## config.mk

```make
export PLATFORM = sky130hd
export DESIGN_NAME = snoop_bus_arbiter_flat
export DESIGN_NICKNAME = d
export VERILOG_FILES = /design/src/rtl/snoop_bus_arbiter_pkg.sv /design/src/rtl/snoop_bus_arbiter_if.sv /design/src/rtl/snoop_bus_arbiter_rr_arbiter.sv /design/src/rtl/snoop_bus_arbiter.sv /design/src/flat_wrapper.sv
export SDC_FILE = /design/constraint.sdc
export NUM_CORES = 1
export LEC_CHECK = 0
export BUFFER_PORTS_ARGS = -buffer_cell sky130_fd_sc_hd__buf_4
export CAP_MARGIN = 20
export CORE_AREA = 2 2 122 124
export DETAILED_ROUTE_END_ITERATION = 10
export DIE_AREA = 0 0 124 126
export GPL_TIMING_DRIVEN = 0
export PLACE_DENSITY_LB_ADDON = 0.3
export SLEW_MARGIN = 15
export SYNTH_ARGS = -nofsm -noshare
export SYNTH_HDL_FRONTEND = slang
export SYNTH_SLANG_ARGS = --single-unit
export TNS_END_PERCENT = 100
```

## constraint.sdc

```tcl
create_clock -name clk -period 2.4 [get_ports clk]
set_input_delay 0.24 -clock clk [delete_from_list [all_inputs] [get_ports clk]]
set_output_delay 0.24 -clock clk [all_outputs]
set_load 0.01 [all_outputs]
```

## src/rtl/snoop_bus_arbiter_pkg.sv

```systemverilog
// Shared types for the snooping-bus controller: bus operation encoding and
// arbiter FSM states.
package snoop_bus_pkg;

  typedef enum logic [1:0] {
    BUS_RD   = 2'b00,
    BUS_UPGR = 2'b01,
    BUS_RDX  = 2'b10,
    BUS_NON  = 2'b11
  } bus_op_t;

  typedef enum logic [2:0] {
    ST_IDLE,
    ST_GRANT,
    ST_SNOOP,
    ST_MEM,
    ST_WB,
    ST_DONE
  } arb_state_t;

  // Value driven on a core's snoop slice when it has nothing to snoop.
  localparam bus_op_t BUS_IDLE_OP = BUS_NON;

  localparam int unsigned BUS_AW = 32;
  localparam int unsigned BUS_DW = 32;

endpackage

```

## src/rtl/snoop_bus_arbiter_if.sv

```systemverilog
// Bundle of L1-facing and memory-facing signals of the snooping bus.
// master = arbiter side, slave = cores/memory side.
interface snoop_bus_arbiter_if #(
  parameter int unsigned NUM_CORES = 2
);
  import snoop_bus_pkg::*;

  logic [NUM_CORES-1:0]        core_req_i;
  logic [2*NUM_CORES-1:0]      core_op_i;
  logic [BUS_AW*NUM_CORES-1:0] core_addr_i;
  logic [NUM_CORES-1:0]        core_hit_i;
  logic [NUM_CORES-1:0]        core_flush_i;
  logic [BUS_DW*NUM_CORES-1:0] core_data_i;
  logic [NUM_CORES-1:0]        grant_o;
  logic [2*NUM_CORES-1:0]      snoop_op_o;
  logic [BUS_AW-1:0]           bus_addr_o;
  logic [BUS_DW-1:0]           bus_data_o;
  logic                        shared_o;
  logic [NUM_CORES-1:0]        done_o;
  logic                        mem_rd_o;
  logic                        mem_wr_o;
  logic [BUS_AW-1:0]           mem_addr_o;
  logic [BUS_DW-1:0]           mem_wdata_o;
  logic [BUS_DW-1:0]           mem_rdata_i;
  logic                        mem_ack_i;

  modport master (
    input  core_req_i, core_op_i, core_addr_i, core_hit_i, core_flush_i,
           core_data_i, mem_rdata_i, mem_ack_i,
    output grant_o, snoop_op_o, bus_addr_o, bus_data_o, shared_o, done_o,
           mem_rd_o, mem_wr_o, mem_addr_o, mem_wdata_o
  );

  modport slave (
    output core_req_i, core_op_i, core_addr_i, core_hit_i, core_flush_i,
           core_data_i, mem_rdata_i, mem_ack_i,
    input  grant_o, snoop_op_o, bus_addr_o, bus_data_o, shared_o, done_o,
           mem_rd_o, mem_wr_o, mem_addr_o, mem_wdata_o
  );

endinterface

```

## src/rtl/snoop_bus_arbiter_rr_arbiter.sv

```systemverilog
// Combinational round-robin pick: searches upward from last_winner+1 with
// wrap; the caller owns the pointer register.
module rr_arbiter #(
  parameter int unsigned NUM_CORES = 2,
  parameter int unsigned IDX_W     = $clog2(NUM_CORES)
) (
  input  logic [NUM_CORES-1:0] req,
  input  logic [IDX_W-1:0]     last_winner,
  output logic [NUM_CORES-1:0] winner,
  output logic                 valid
);

  logic [31:0] idx;

  always_comb begin
    winner = '0;
    valid  = 1'b0;
    idx    = '0;
    // off == NUM_CORES lands back on last_winner, so it is considered last.
    for (int unsigned off = 1; off <= NUM_CORES; off++) begin
      idx = (32'(last_winner) + off) % NUM_CORES;
      if (!valid && req[idx]) begin
        winner[idx] = 1'b1;
        valid       = 1'b1;
      end
    end
  end

endmodule

```

## src/rtl/snoop_bus_arbiter.sv

```systemverilog
// Snooping-bus controller: round-robin grant, snoop broadcast, then
// cache-to-cache supply, write-back or memory read.
module snoop_bus_arbiter
  import snoop_bus_pkg::*;
#(
  parameter int unsigned NUM_CORES = 2
) (
  input logic                 clk,
  input logic                 reset,
  snoop_bus_arbiter_if.master bus
);

  localparam int unsigned IDX_W = (NUM_CORES > 1) ? $clog2(NUM_CORES) : 1;

  arb_state_t state_q, state_d;

  logic [NUM_CORES-1:0] arb_oh, win_oh_q, hits, done_q;
  logic                 arb_valid;
  logic [IDX_W-1:0]     arb_idx, win_idx_q, last_q;
  bus_op_t              op_q, win_op;
  logic [BUS_AW-1:0]    addr_q, win_addr;
  logic [BUS_DW-1:0]    data_q, wdata_q, sup_data;
  logic                 sup_flush, sup_found, shared_q;

  rr_arbiter #(
    .NUM_CORES (NUM_CORES),
    .IDX_W     (IDX_W)
  ) u_rr_arbiter (
    .req         (bus.core_req_i),
    .last_winner (last_q),
    .winner      (arb_oh),
    .valid       (arb_valid)
  );

  always_comb begin
    arb_idx = '0;
    for (int unsigned i = 0; i < NUM_CORES; i++) begin
      if (arb_oh[i]) arb_idx = IDX_W'(i);
    end
  end

  // Winner's request fields, selected live so GRANT can branch on the op.
  always_comb begin
    win_op   = BUS_IDLE_OP;
    win_addr = '0;
    for (int unsigned i = 0; i < NUM_CORES; i++) begin
      if (win_oh_q[i]) begin
        win_op   = bus_op_t'(bus.core_op_i[2*i +: 2]);
        win_addr = bus.core_addr_i[BUS_AW*i +: BUS_AW];
      end
    end
  end

  // Supplier is the lowest-index non-winner reporting a snoop hit.
  always_comb begin
    hits      = bus.core_hit_i & ~win_oh_q;
    sup_data  = '0;
    sup_flush = 1'b0;
    sup_found = 1'b0;
    for (int unsigned i = 0; i < NUM_CORES; i++) begin
      if (hits[i] && !sup_found) begin
        sup_found = 1'b1;
        sup_data  = bus.core_data_i[BUS_DW*i +: BUS_DW];
        sup_flush = bus.core_flush_i[i];
      end
    end
  end

  always_ff @(posedge clk) begin
    if (reset) state_q <= ST_IDLE;
    else       state_q <= state_d;
  end

  always_comb begin
    state_d = state_q;
    case (state_q)
      ST_IDLE:  if (arb_valid) state_d = ST_GRANT;
      ST_GRANT: state_d = (win_op == BUS_NON) ? ST_DONE : ST_SNOOP;
      ST_SNOOP: begin
        if (op_q == BUS_UPGR)  state_d = ST_DONE;
        else if (sup_found)    state_d = sup_flush ? ST_WB : ST_DONE;
        else                   state_d = ST_MEM;
      end
      ST_MEM:   if (bus.mem_ack_i) state_d = ST_DONE;
      ST_WB:    if (bus.mem_ack_i) state_d = ST_DONE;
      ST_DONE:  state_d = ST_IDLE;
      default:  state_d = ST_IDLE;
    endcase
  end

  always_comb begin
    bus.grant_o    = (state_q != ST_IDLE) ? win_oh_q : '0;
    bus.mem_rd_o   = (state_q == ST_MEM);
    bus.mem_wr_o   = (state_q == ST_WB);
    bus.snoop_op_o = '1;
    if (state_q == ST_SNOOP) begin
      for (int unsigned i = 0; i < NUM_CORES; i++) begin
        if (!win_oh_q[i]) bus.snoop_op_o[2*i +: 2] = op_q;
      end
    end
  end

  always_ff @(posedge clk) begin
    if (reset) begin
      win_oh_q  <= '0;
      win_idx_q <= '0;
      last_q    <= IDX_W'(NUM_CORES - 1);
      op_q      <= BUS_IDLE_OP;
      addr_q    <= '0;
      data_q    <= '0;
      wdata_q   <= '0;
      shared_q  <= 1'b0;
      done_q    <= '0;
    end else begin
      done_q <= (state_d == ST_DONE) ? win_oh_q : '0;
      case (state_q)
        ST_IDLE: begin
          if (arb_valid) begin
            win_oh_q  <= arb_oh;
            win_idx_q <= arb_idx;
          end
        end
        ST_GRANT: begin
          op_q   <= win_op;
          addr_q <= win_addr;
        end
        ST_SNOOP: begin
          shared_q <= |hits;
          if (op_q != BUS_UPGR && sup_found) begin
            data_q <= sup_data;
            if (sup_flush) wdata_q <= sup_data;
          end
        end
        ST_MEM: begin
          if (bus.mem_ack_i) data_q <= bus.mem_rdata_i;
        end
        ST_DONE: begin
          last_q   <= win_idx_q;
          shared_q <= 1'b0;
        end
        default: ;
      endcase
    end
  end

  assign bus.bus_addr_o  = addr_q;
  assign bus.mem_addr_o  = addr_q;
  assign bus.bus_data_o  = data_q;
  assign bus.mem_wdata_o = wdata_q;
  assign bus.shared_o    = shared_q;
  assign bus.done_o      = done_q;

endmodule

```

## src/flat_wrapper.sv

```systemverilog
// flat-port wrapper written by rule: the top's interface ports become plain ports
module snoop_bus_arbiter_flat import snoop_bus_pkg::*;
#(
  parameter int unsigned NUM_CORES = 2
)
  (clk, reset, bus_core_req_i, bus_core_op_i, bus_core_addr_i, bus_core_hit_i, bus_core_flush_i, bus_core_data_i, bus_mem_rdata_i, bus_mem_ack_i, bus_grant_o, bus_snoop_op_o, bus_bus_addr_o, bus_bus_data_o, bus_shared_o, bus_done_o, bus_mem_rd_o, bus_mem_wr_o, bus_mem_addr_o, bus_mem_wdata_o);
  snoop_bus_arbiter_if #(.NUM_CORES(NUM_CORES)) bus_i ();
  input logic clk;
  input logic reset;
  input wire logic [$bits(bus_i.core_req_i)-1:0] bus_core_req_i;
  input wire logic [$bits(bus_i.core_op_i)-1:0] bus_core_op_i;
  input wire logic [$bits(bus_i.core_addr_i)-1:0] bus_core_addr_i;
  input wire logic [$bits(bus_i.core_hit_i)-1:0] bus_core_hit_i;
  input wire logic [$bits(bus_i.core_flush_i)-1:0] bus_core_flush_i;
  input wire logic [$bits(bus_i.core_data_i)-1:0] bus_core_data_i;
  input wire logic [$bits(bus_i.mem_rdata_i)-1:0] bus_mem_rdata_i;
  input wire logic [$bits(bus_i.mem_ack_i)-1:0] bus_mem_ack_i;
  output wire logic [$bits(bus_i.grant_o)-1:0] bus_grant_o;
  output wire logic [$bits(bus_i.snoop_op_o)-1:0] bus_snoop_op_o;
  output wire logic [$bits(bus_i.bus_addr_o)-1:0] bus_bus_addr_o;
  output wire logic [$bits(bus_i.bus_data_o)-1:0] bus_bus_data_o;
  output wire logic [$bits(bus_i.shared_o)-1:0] bus_shared_o;
  output wire logic [$bits(bus_i.done_o)-1:0] bus_done_o;
  output wire logic [$bits(bus_i.mem_rd_o)-1:0] bus_mem_rd_o;
  output wire logic [$bits(bus_i.mem_wr_o)-1:0] bus_mem_wr_o;
  output wire logic [$bits(bus_i.mem_addr_o)-1:0] bus_mem_addr_o;
  output wire logic [$bits(bus_i.mem_wdata_o)-1:0] bus_mem_wdata_o;
  assign bus_i.core_req_i = bus_core_req_i;
  assign bus_i.core_op_i = bus_core_op_i;
  assign bus_i.core_addr_i = bus_core_addr_i;
  assign bus_i.core_hit_i = bus_core_hit_i;
  assign bus_i.core_flush_i = bus_core_flush_i;
  assign bus_i.core_data_i = bus_core_data_i;
  assign bus_i.mem_rdata_i = bus_mem_rdata_i;
  assign bus_i.mem_ack_i = bus_mem_ack_i;
  assign bus_grant_o = bus_i.grant_o;
  assign bus_snoop_op_o = bus_i.snoop_op_o;
  assign bus_bus_addr_o = bus_i.bus_addr_o;
  assign bus_bus_data_o = bus_i.bus_data_o;
  assign bus_shared_o = bus_i.shared_o;
  assign bus_done_o = bus_i.done_o;
  assign bus_mem_rd_o = bus_i.mem_rd_o;
  assign bus_mem_wr_o = bus_i.mem_wr_o;
  assign bus_mem_addr_o = bus_i.mem_addr_o;
  assign bus_mem_wdata_o = bus_i.mem_wdata_o;
  snoop_bus_arbiter #(.NUM_CORES(NUM_CORES)) u_core (.clk(clk), .reset(reset), .bus(bus_i));
endmodule
```

## After elaboration in Yosys (flattened, before gate mapping)

Index checks and enable logic that the tools add are counted.

- Register bits: 108
- Word-level logic and storage cells: 86

- Reductions and logical operators: 17
- Add/subtract/negate cells: 2
- Magnitude comparators: 4
- Bitwise logic cells: 4
- Eq/ne operators: 11
- Muxes and demuxes: 38

Operators by type and width:

| cell | number |
|---|---|
| $mux 32 | 6 |
| $pmux 32 s2 | 1 |
| $mux 3 | 5 |
| $mux 1 | 14 |
| $mux 2 | 7 |
| $pmux 3 s4 | 1 |
| $eq 3x3->1 const B | 3 |
| $eq 3x2->1 const B | 2 |
| $reduce_and 3->1 | 2 |
| $reduce_or 2->1 | 3 |
| $logic_and 1x1->1 | 5 |
| $lt 1x2->1 const B | 2 |
| $mux 4 | 1 |
| $ne 2x2->1 const B | 2 |
| $reduce_bool 2->1 | 2 |
| $eq 3x1->1 const B | 1 |
| $logic_not 3->1 | 1 |
| $reduce_bool 3->1 | 1 |
| $add 1x1->1 const B | 2 |
| $and 2x2->2 | 1 |
| $demux 1 s1 | 2 |
| $eq 2x1->1 const B | 1 |
| $eq 2x2->1 const B | 1 |
| $ge 1x1->1 const B | 2 |
| other kinds (7) | 8 |

## Depth between registers and ports, before layout

- Depth after elaboration: 13
- Gate-level depth with buffers: 8
- Mapped depth without buffers: 5

## Cells and area by module

From an unflattened synthesis, not the netlist that was laid out.

- Cell total of the unflattened synthesis: 557
- Area, all modules: 4939.7 sq um

Modules (own cells, without submodules):

| module | times used | area an instance (sq um) | cells each |
|---|---|---|---|
| snoop_bus_arbiter | 1 | 4914.7 | 553 |
| rr_arbiter | 1 | 25.0 | 4 |

## Least setup slack after synthesis

Ideal clock, no wire load.

- Path kind: reg2reg
- Start: reg u_core.state_q[0]
- End: reg u_core.data_q[0], in the netlist u_core.bus.bus_data_o[0]
- Arrival time: 1560 ps
- Stages on the path, launching flop included: 8
- Period minus slack after synthesis: 1675 ps
- Library setup time: 115 ps
- Data required time: 2285 ps
- Slack: 725 ps
- Cells stage by stage: dfxtp_1 > buf_4 > or3b_1 > buf_6 > a211oi_4 > nor3_2 > buf_6 > o2bb2ai_2

- Longest elaborated chain between the ends: 3

RTL lines:

| element | RTL line | source |
|---|---|---|
| from (decl) | snoop_bus_arbiter.sv:15 | `arb_state_t state_q, state_d;` |
| from (signal assigned) | snoop_bus_arbiter.sv:71 | `else state_q <= state_d;` |
| $eq 3x2->1 | snoop_bus_arbiter.sv:116 | `case (state_q)` |
| $ne 2x2->1 (no source line) or $reduce_bool 2->1 (tied branches) | n/a |  |
| $reduce_and 3->1 (no source line) | n/a |  |
| to (signal assigned) | snoop_bus_arbiter.sv:130 | `data_q <= sup_data;` |
| to (signal assigned) | snoop_bus_arbiter.sv:135 | `if (bus.mem_ack_i) data_q <= bus.mem_rdata_i;` |
| to (decl) | snoop_bus_arbiter.sv:22 | `logic [BUS_DW-1:0] data_q, wdata_q, sup_data;` |

Parallel ways exist; a longest one is shown, timed or not.
A chain may end at the register's enable or synchronous reset.

## Final worst setup path

- Start: reg u_core.win_oh_q[0]
- End: out bus_grant_o[0]

- Longest elaborated chain between the ends: 1

RTL lines:

| element | RTL line | source |
|---|---|---|
| from (decl) | snoop_bus_arbiter.sv:17 | `logic [NUM_CORES-1:0] arb_oh, win_oh_q, hits, done_q;` |
| from (signal assigned) | snoop_bus_arbiter.sv:119 | `win_oh_q <= arb_oh;` |
| $mux 2 | snoop_bus_arbiter.sv:92 | `bus.grant_o = (state_q != ST_IDLE) ? win_oh_q : '0;` |
| to (decl) | flat_wrapper.sv:18 | `output wire logic [$bits(bus_i.grant_o)-1:0] bus_grant_o;` |

No other way between the ends.

==> results.md <==
- Status: finished clean
- Hold Fails Final Rpt: 0
- Gr ovfl total: 0
- Core area: about 14000 um^2
- P per Cell Area: a little over 800 nW/um^2
- Crit Path Max Fanout: 10
- Mapped cell area: 5660 um^2
- ANT nets after route: 0
- Most frequent cells in the layout: 344 x buf_4, 107 x dfxtp_1, 97 x nor3_1
- Initial drt markers: between 200 and 300
- Max Slew Vio Count: 0
- Startpoint types: flip-flop
- Worst hold start: bus_mem_rdata_i[13]
- CTS tree: yes
- Critical Path AT: 1860 ps
- CTS H-tree lvls: 3
- Die height: around 130 um
- Worst rel slew slack: a little under half
- Yosys warnings: 0
- Vias in the first global route: ~5900
- First-pass GRT wire length: slightly above 30 mm
- ANT cells: 0
- Synthesized area per cell: a little under 9 um^2
- Flop-to-flop setup slack: ~430 ps
- Hold depth: 3
- Root Buffer Master: clkbuf_16
- CTS max path bufs: 2
- Setup ws final: between 300 and 400 ps
- Synth cell types: 43
- Met1 Wirelength: about 7.6 mm
- Initial antenna violation count: 0
- WP data required: 2160 ps
- RR Endpoint: u_core.bus.mem_wdata_o[14]
- Unrepaired setup endpoints after global routing: no
- Number of cells on the worst reg-to-reg path: 6
- Synthesis-to-layout area growth: 49.7%
- Place WS: around 430 ps
- # rows: between 40 and 50
- Seq cells post-synth: approximately 110
- FFs w/ async S/R, synth: 0%
- Mean routed wirelength per cell: approximately 18 um
- Layout cells sized above 1: a little over two fifths
- Worst hold path class: input pin to flip-flop
- Util after Layout: approximately three fifths
- Hold endpoint: u_core.bus.bus_data_o[13]
- Drt pass-1 iters: 5
- Drt total wl: between 15 and 20 mm
- DR WL met2: slightly below 10 mm
- Setup violations, final: 0
- Tot Pwr: just under 7000 uW
- Commonest non-fill, non-tap cell in the layout: buf_4
- Worst-margin pin slew: 810 ps
- Die area: 15600 um^2
- Final net count: approximately 1100
- CTS clk-pin slew, worst paths: about 70 ps
- Largest net degree at the start of global routing: 16
- Max IR drop VDD: 0.310 mV
- Initial Util: a little under 40%
- Post-route minimum period: 2100 ps
- MaxCap Viol Count: 0
- Clock Latency Late Sink: 350 ps
- RR Startpoint: u_core.win_oh_q[0]
- Ys flop type: dfxtp_1
- Synth Instances: about 630
- Avg Vias per Cell: between 5 and 6
- Kind of critical path: flip-flop to output port
- DIE WIDTH: 124 um
- TritonCTS Buffers: 9
- Gpl congestion: around 0.92
- Ports: 312
- Residual DRC: 0
- Leakage: between 0.003 and 0.004 uW
- Resize count post-CTS: 0
- Post-detail-place hpwl: between 15 and 20 mm
- Clk sinks: 107
- Final period utilization: 87.4%
- Seq/Total Area, Yosys: between 30% and 40%
- Peak Freq: approximately 480 MHz
- Gr usage total: about 25%
- Setup bufs post-CTS: 0
- DR vias: between 6000 and 7000
- EDFF count, synth: 0
- Clock Skew: about 8.7 ps
- Port buffer count: roughly 300
- Crit. End Element: output port
- Cts hold-fix bufs: 0
- Met3 wire length: around 1.9 mm
- Syn nets: 806
- Setup TNS: 0 ps
- Top Metal Used: met4
## area by class of cell
type / count / area [um^2]
buffer: 97 / 597
sequential: 107 / 2140
clock buffer: 12 / 246
fill: 1352 / 5840
tap: 184 / 230
multi-input combinational: 390 / 2780
timing repair buffer: 309 / 2320
inverter: 39 / 146
clock inverter: 3 / 15.0
## critical path: stages, from the launching register on
cell and delay, ps:
dfxtp_1 380, clkbuf_1 360, clkbuf_1 390, inv_1 120, nor2_1 120, buf_4 130
## cells in the mapped netlist, drive strengths merged (4+ instances only)
cell type,number,area (um^2)
o31ai,33,253
nor2,41,161
nand3b,35,263
dfxtp,107,2140
o2bb2ai,32,468
buf,61,462
mux2i,32,320
nor3,98,495
a21oi,34,170
nor2b,4,25.0
or3,4,25.0
inv,39,146
nand2b,7,43.8
nand2,10,37.5
clkbuf,36,135
a221oi,33,289
## registers in the layout (all words and copies together), names as in the netlist
signal,count
u_core.bus.bus_addr_o,32
u_core.bus.bus_data_o,32
u_core.bus.mem_wdata_o,32
u_core.state_q,3
u_core.bus.done_o,2
u_core.op_q,2
u_core.bus.shared_o,1
u_core.last_q,1
u_core.win_idx_q,1
u_core.win_oh_q,1
## worst max-delay path by stage
stage | slack (ps) | start | to | depth (start not counted)
after floorplan | 720 | u_core.state_q[0] | u_core.bus.bus_data_o[0] | 7
after detailed placement | 430 | u_core.win_oh_q[0] | u_core.bus.mem_wdata_o[14] | 6
after global routing | 100 | u_core.win_oh_q[0] | bus_grant_o[0] | 5
final | 300 | u_core.win_oh_q[0] | bus_grant_o[0] | 5
after global placement | 500 | u_core.win_oh_q[0] | u_core.bus.mem_wdata_o[30] | 6
after CTS | 280 | u_core.win_oh_q[0] | bus_grant_o[0] | 5
## layer usage
layer  vias up  GRT usage, %
met5         -             0
met4         0          10.7
met3        42          7.07
met2       249          43.9
met1      2791          28.5
li1       2932             -
## through the flow
stage | std cells | cell area [um^2] | hold slack (ps)
3_3_place_gp | 1126 | 8210 | 452
2_1_floorplan | 633 | 5660 | 403
6_report | 1141 | 8470 | 153
4_1_cts | 1141 | 8470 | 145
5_1_grt | 1141 | 8470 | 155
3_5_place_dp | 1126 | 8210 | 453
## power by group
| group | total [uW] | internal [uW] | switching [uW] |
|---|---|---|---|
| combinational | 3180 | 1580 | 1600 |
| clock | 1360 | 723 | 636 |
| sequential | 2300 | 2060 | 233 |
| total | 6830 | 4370 | 2470 |
## logic make-up (layout without fill, tap and decap cells)
logic type,Yosys count,after routing,share of synthesized area [%]
muxes,32,32,5.66
AOI/OAI and AO/OA,153,153,24.0
and+or+nand+nor,205,205,19.3
DFF,107,107,37.8
buffers and inverters,136,460,13.1
Power figures use the tool's default switching activity.
